$ cat src/rtl/div_unit.sv
// Iterative 32-bit signed/unsigned divider: one radix-2 restoring step per cycle,
// result = {remainder, quotient}, held until the requester drops start.
module div_unit (
  input  logic        clk,
  input  logic        rst,
  input  logic        start,
  input  logic        signed_div,
  input  logic        annul,
  input  logic [31:0] opdata1,
  input  logic [31:0] opdata2,
  output logic [63:0] result,
  output logic        ready,
  output logic        stall_div
);

  localparam int unsigned W  = 32;
  localparam int unsigned CW = 5;

  typedef enum logic [1:0] {IDLE, BYZERO, ON, END} state_t;

  state_t         state_q, state_d;
  logic [CW-1:0]  cnt_q, cnt_d;
  logic [W-1:0]   rem_q, rem_d;
  logic [W-1:0]   quo_q, quo_d;
  logic [W-1:0]   dvs_q, dvs_d;
  logic           neg_quo_q, neg_quo_d;
  logic           neg_rem_q, neg_rem_d;
  logic           ready_q, ready_d;
  logic [2*W-1:0] result_q, result_d;

  // Restoring step: quo_q holds the not-yet-consumed dividend bits, shifted out MSB first
  logic [W:0]   shifted, diff;
  logic         step_ok;
  logic [W-1:0] rem_step, quo_step, rem_fix, quo_fix;
  logic [W-1:0] a_abs, b_abs;

  assign shifted  = {rem_q, quo_q[W-1]};
  assign diff     = shifted - {1'b0, dvs_q};
  assign step_ok  = ~diff[W];
  assign rem_step = step_ok ? diff[W-1:0] : shifted[W-1:0];
  assign quo_step = {quo_q[W-2:0], step_ok};
  assign quo_fix  = neg_quo_q ? (-quo_step) : quo_step;
  assign rem_fix  = neg_rem_q ? (-rem_step) : rem_step;

  // Magnitudes wrap modulo 2^32, so abs(0x80000000) stays 0x80000000 as an unsigned value
  assign a_abs = (signed_div && opdata1[W-1]) ? (-opdata1) : opdata1;
  assign b_abs = (signed_div && opdata2[W-1]) ? (-opdata2) : opdata2;

  assign result    = result_q;
  assign ready     = ready_q;
  assign stall_div = start & (state_q != END);

  always_comb begin
    state_d   = state_q;
    cnt_d     = cnt_q;
    rem_d     = rem_q;
    quo_d     = quo_q;
    dvs_d     = dvs_q;
    neg_quo_d = neg_quo_q;
    neg_rem_d = neg_rem_q;
    ready_d   = ready_q;
    result_d  = result_q;
    case (state_q)
      IDLE: begin
        ready_d  = 1'b0;
        result_d = '0;
        if (start && !annul) begin
          rem_d     = '0;
          quo_d     = a_abs;
          dvs_d     = b_abs;
          neg_quo_d = signed_div & (opdata1[W-1] ^ opdata2[W-1]);
          neg_rem_d = signed_div & opdata1[W-1];
          cnt_d     = '0;
          state_d   = (opdata2 == '0) ? BYZERO : ON;
        end
      end
      BYZERO: begin
        if (annul) begin
          state_d = IDLE;
        end else begin
          rem_d    = '0;
          quo_d    = '0;
          ready_d  = 1'b1;
          result_d = '0;
          state_d  = END;
        end
      end
      ON: begin
        if (annul) begin
          state_d = IDLE;
        end else begin
          rem_d = rem_step;
          quo_d = quo_step;
          cnt_d = cnt_q + CW'(1);
          if (cnt_q == CW'(W - 1)) begin
            ready_d  = 1'b1;
            result_d = {rem_fix, quo_fix};
            state_d  = END;
          end
        end
      end
      END: begin
        if (annul || !start) begin
          ready_d  = 1'b0;
          result_d = '0;
          state_d  = IDLE;
        end
      end
      default: state_d = IDLE;
    endcase
  end

  always_ff @(posedge clk) begin
    if (rst) begin
      state_q   <= IDLE;
      cnt_q     <= '0;
      rem_q     <= '0;
      quo_q     <= '0;
      dvs_q     <= '0;
      neg_quo_q <= 1'b0;
      neg_rem_q <= 1'b0;
      ready_q   <= 1'b0;
      result_q  <= '0;
    end else begin
      state_q   <= state_d;
      cnt_q     <= cnt_d;
      rem_q     <= rem_d;
      quo_q     <= quo_d;
      dvs_q     <= dvs_d;
      neg_quo_q <= neg_quo_d;
      neg_rem_q <= neg_rem_d;
      ready_q   <= ready_d;
      result_q  <= result_d;
    end
  end

endmodule

$ cat config.mk
export PLATFORM = sky130hd
export DESIGN_NAME = div_unit
export DESIGN_NICKNAME = d
export VERILOG_FILES = /design/src/rtl/div_unit.sv
export SDC_FILE = /design/constraint.sdc
export NUM_CORES = 1
export LEC_CHECK = 0
export BUFFER_PORTS_ARGS = -buffer_cell sky130_fd_sc_hd__buf_2
export CAP_MARGIN = 25
export CORE_MARGIN = 1
export CORE_UTILIZATION = 48
export CTS_CLUSTER_DIAMETER = 40
export DETAILED_ROUTE_END_ITERATION = 7
export PLACE_DENSITY = 0.69
export SLEW_MARGIN = 20
export SYNTH_ARGS = -nofsm -noshare
export SYNTH_HDL_FRONTEND = slang
export SYNTH_SLANG_ARGS = --single-unit
$ cat constraint.sdc
create_clock -name clk -period 12.56 [get_ports clk]
set_input_delay 1.884 -clock clk [delete_from_list [all_inputs] [get_ports clk]]
set_output_delay 1.884 -clock clk [all_outputs]
set_load 0.05 [all_outputs]
## Yosys cells after proc, flatten, opt, wreduce, memory -nomap -nowiden

Index checks and enable logic that the tools add are counted.

| operators by class | value |
|---|---|
| add/sub/neg operators | 6 |
| eq/ne operators | 11 |
| muxes and demuxes | 32 |
| bitwise gates (word level) | 5 |
| reductions and logical operators | 15 |

Operators by type and width:

| operator | number |
|---|---|
| 2-to-1 mux 32 bit | 10 |
| 2-to-1 mux 64 bit | 4 |
| case mux 64 bit (4 select lines) | 1 |
| case mux 32 bit (3 select lines) | 2 |
| negator 32 bit | 4 |
| subtractor 33 x 32 -> 33 bit | 1 |
| zero test 32 bit | 1 |
| 2-to-1 mux 2 bit | 6 |
| != test 2 bit (second input constant) | 6 |
| 2-to-1 mux 5 bit | 2 |
| case mux 5 bit (2 select lines) | 1 |
| case mux 2 bit (4 select lines) | 1 |
| AND reduction 4 bit | 2 |
| AND reduction 3 bit | 2 |
| adder 5 x 1 -> 5 bit (second input constant) | 1 |
| equality test 5 bit (second input constant) | 1 |
| equality test 2 bit (second input constant) | 2 |
| 2-to-1 mux 1 bit | 4 |
| case mux 1 bit (4 select lines) | 1 |
| bitwise AND 1 bit | 3 |
| logical AND 1 bit | 3 |
| != test 3 bit (second input constant) | 1 |
| nonzero test 3 bit | 1 |
| equality test 2 x 1 -> 1 bit (second input constant) | 1 |
| other kinds (7) | 8 |

| storage, ports and cells | value |
|---|---|
| bits in registers | 170 |
| bits of input ports | 69 |
| output and inout bits | 66 |
| logic and storage cells | 78 |

## Logic depth before layout (Yosys ltp)

| logic depth | value |
|---|---|
| depth after elaboration | 7 |
| mapped depth | 24 |
| depth with buffers taken out | 21 |

## Worst setup path after synthesis

Ideal clock, no wire load.

| timing | value |
|---|---|
| path type | reg-to-reg |
| start | register quo_q[31] |
| end | register result_q[62] (netlist: result[62]) |
| library setup time | 0.126 ns |
| data arrival time | 5.148 ns |
| data required time | 12.434 ns |
| setup slack | 7.286 ns |
| cell stages (with the launch flop) | 24 |
| buffers on the path | 3 |
| clock period less this slack | 5.274 ns |
| cell sequence | dfxtp_1 -> inv_1 -> ha_1 -> fa_1 -> and2b_1 -> o31a_1 -> o21ai_1 -> a2111oi_4 -> mux2i_2 -> nor2_8 -> inv_4 -> clkbuf_1 -> clkbuf_1 -> nor2_1 -> a21oi_1 -> ha_1 -> nand4b_1 -> nor3_1 -> a32oi_1 -> or4b_1 -> buf_2 -> o41ai_2 -> xor2_1 -> o21ai_1 |

| between the ends | value |
|---|---|
| cells in the longest elaborated chain, start to end | 7 |

RTL lines:

| what | line | RTL |
|---|---|---|
| from (decl) | 24 | `logic [W-1:0] quo_q, quo_d;` |
| from (signal assigned) | 128 | `quo_q <= quo_d;` |
| subtractor 33 x 32 -> 33 bit | 38 | `assign diff = shifted - {1'b0, dvs_q};` |
| 2-to-1 mux 32 bit (*) | 40 | `assign rem_step = step_ok ? diff[W-1:0] : shifted[W-1:0];` |
| negator 32 bit | 43 | `assign rem_fix = neg_rem_q ? (-rem_step) : rem_step;` |
| 2-to-1 mux 32 bit (*) | 43 |  |
| 2-to-1 mux 64 bit (*) | 95 | `if (cnt_q == CW'(W - 1)) begin` |
| 2-to-1 mux 64 bit (*) | 89 | `if (annul) begin` |
| case mux 64 bit (4 select lines) (*) | 63 | `case (state_q)` |
| to (signal assigned) | 133 | `result_q <= result_d;` |
| to (decl) | 29 | `logic [2*W-1:0] result_q, result_d;` |

Mark *: on every way between the ends. The rest lies on a longest branch, timed or not. The select of a mux whose other input is x is not followed.
A chain may end at the register's enable or synchronous reset.

## Final worst setup path

Same ends and word-level chain as after synthesis.

==> metrics.csv <==
metric;value;unit
post-route-period-util;0.474;
async_flop_share;0;
r2r_start;quo_q[31];
drive_above_1_share;0.124;
maxCapViolations;0;
final_nets;1764;
h-tree-depth;4;
critical_path.cell_chain;inv_1, ha_1, fa_1, and2b_1, o31a_1, o21ai_1, a2111oi_4, mux2i_2, nor2_8, inv_4, nor2_1, a21oi_1, ha_1, nand4b_1, nor3_1, a32oi_1, or4b_1, o41ai_2, xor2_1, o21ai_1;
grt.overflow.total;0;
critical_path_class;reg2reg;
synth-xor-area-share;0.0982;
first_global_vias;10600;
grt_pass1_wl;57.2;mm
drt_first_pass_iters;7;
ys_ff_latch;170;
cts_inserted_buffers;17;
ctsResizeCount;0;
grt_max_degree;91;
tightest_slew;0.967;ns
avgSynthCellArea;7.39;um2
synth.most_common_cell;nor2_1;
grt_setup_unrepaired;no;
synth_fa_ha_area_frac;0.0478;
ys_seq_area_frac;0.291;
core_area;23700;um2
ys_types;77;
crit_buf_inv;2;
antenna_left;0;
synth_simple_gate_area_share;0.214;
dp.cells;1948;
hold_violations;0;
cts.hold.buffers_added;0;
hpwl;27.5;mm
worst_ep_required_time;12.87;ns
cts_tree;yes;
yosysTopAreaCellShare;0.291;
synth_compound_gate_area_share;0.276;
syn-num-nets;1694;
synth_cells;1581;
die_area;25000;um2
p_leak;5.10;nW
yosys-top-cells-area;dfxtp_1, o21ai_0, nor2_1;
synth_area_leader_cell;dfxtp_1;
period_minus_slack;5.96;ns
setup.worst_path.start_class;register;
n_antenna_cell;0;
initial_core_util;0.493;
finalSetupViolCount;0;
path_max_fanout;44;
io_buffer_count;134;
worstHoldPathType;reg2reg;
finClkSkew;0.0108;ns
clk_path_buf_depth;2;
wirelength;36.5;mm
die-height;158;um
status;completed;
wl_per_cell;18.4;um
cp-end-kind;register;
critPathSlowestCell;or4b_1;
synth_top_family_by_area;compound AO/OA/AOI/OAI gates;
synth-edff-count;0;
root_buffer;clkbuf_16;
r2r_cells;20;
slowest_delay;0.70;ns
grtUsageTotal;0.297;
postCtsSetupBuffers;0;
drv_slew;0;
rows;56;
synth_warnings;0;
clk_pin_slew;0.08;ns
path_delay_family;simple AND/OR/NAND/NOR gates;
die-width;158;um
peakVddDrop;217;uV
worstPathArrival;6.27;ns
fmax;0.168;GHz
crit_path_start;quo_q[31];
gp_congestion;0.936;
cp-endpoint;result[62];
power.density;204;nW/um2
drc;0;
viasPerCell;5.96;
fillers;2351;
crit_cells;20;
syn-cell-area;11700;um2
yosys-top-cells-count;nor2_1, nand2_1, dfxtp_1;
tns;0;ns
final_area;13100;um2
clock_sinks;170;
synthMuxAreaShare;0.0206;
vias;11800;
antenna_found_initial;0;
ios;135;
reg2reg_slack;6.60;ns
stdcell_count;1983;
slew_headroom;0.355;
clk_latency;0.45;ns
place_area;12500;um2
rr_endpoint;result[62];
area_delta_synth_final;12.5;%
ys.flop_type;dfxtp_1;
drt_iter0_markers;1074;
[how the worst min path moves through the flow]
stage / startpoint / end / slack (ns) / depth (start not counted)
final: result[57] / result[57] / 0.45 / 2
after CTS: result[57] / result[57] / 0.45 / 2
after global placement: result[55] / result[55] / 0.43 / 2
after floorplan: dvs_q[17] / dvs_q[17] / 0.43 / 2
after detailed placement: result[57] / result[57] / 0.44 / 2
after global routing: result[48] / result[48] / 0.48 / 2
[kinds of logic after synthesis]
kind of cell / after synthesis
xor+xnor: 131
fa+ha+maj: 44
mux: 23
simple gates: 548
flops: 170
compound gates: 508
buf+inv: 157
[layer usage]
metal | up-vias | share of wire | track usage
li1 | 5792 | - | -
met5 | - | 0 | 0
met4 | 0 | 0.026 | 0.106
met1 | 5504 | 0.47 | 0.429
met3 | 70 | 0.075 | 0.0438
met2 | 460 | 0.43 | 0.446
[tightest hold or removal path, stage by stage (launching register included)]
cell and delay, ns:
dfxtp_1 0.31, nand2_1 0.05, o21ai_1 0.05
[power breakdown]
part | leakage (nW) | switching, mW | internal (mW)
clock network | 0.304 | 0.285 | 0.277
logic | 3.41 | 0.947 | 0.433
registers | 1.38 | 0.110 | 0.627
[cell usage in the layout, fill, tap and decap left out, types with 11 or more instances in the layout]
cell type  Yosys  routed
inv_1         61      61
o211ai_1      15      15
nor2b_1       15      15
ha_1          43      43
or3_1         15      15
nor2_1       181     180
xor2_1        58      58
o21ai_1       17      17
xnor2_1       73      73
nor4_1        17      17
and2_1        16      15
a211oi_1      35      35
a22oi_1       45      45
o21ai_0      154     154
nand4_1       11      11
dfxtp_1      170     170
a21oi_1      117     117
clkbuf_16      0      17
nor3_1        38      38
nand3_1       39      39
mux2i_1       17      17
nand2_1      175     175
buf_2         12     133
o31ai_1       24      24
[registers in the layout (all words and copies together), names as in the netlist]
| name | cells |
|---|---|
| cnt_q | 5 |
| dvs_q | 32 |
| neg_quo_q | 1 |
| neg_rem_q | 1 |
| quo_q | 32 |
| ready | 1 |
| rem_q | 32 |
| result | 64 |
| state_q | 2 |
[area by class of cell]
class | instances | area (um2) | share of cell area
clock inverter | 15 | 211 | 0.0161
clock buffer | 17 | 425 | 0.0324
tap | 319 | 399 | 0.0304
timing repair buffer | 146 | 791 | 0.0601
multi-input combinational | 1254 | 7680 | 0.584
inverter | 62 | 235 | 0.0179
sequential | 170 | 3400 | 0.259
[through the flow]
step           hold slack [ns]  utilization  setup slack, ns  total power, mW
4_1_cts                  0.448        0.553             6.70             2.65
3_3_place_gp             0.433        0.526             6.92             2.07
6_report                 0.447        0.555             6.60             2.68
5_1_grt                  0.480        0.555             6.36             2.85
2_1_floorplan            0.432            -             7.29             1.71
3_5_place_dp             0.436        0.526             6.73             2.08
Power figures use the tool's default switching activity.
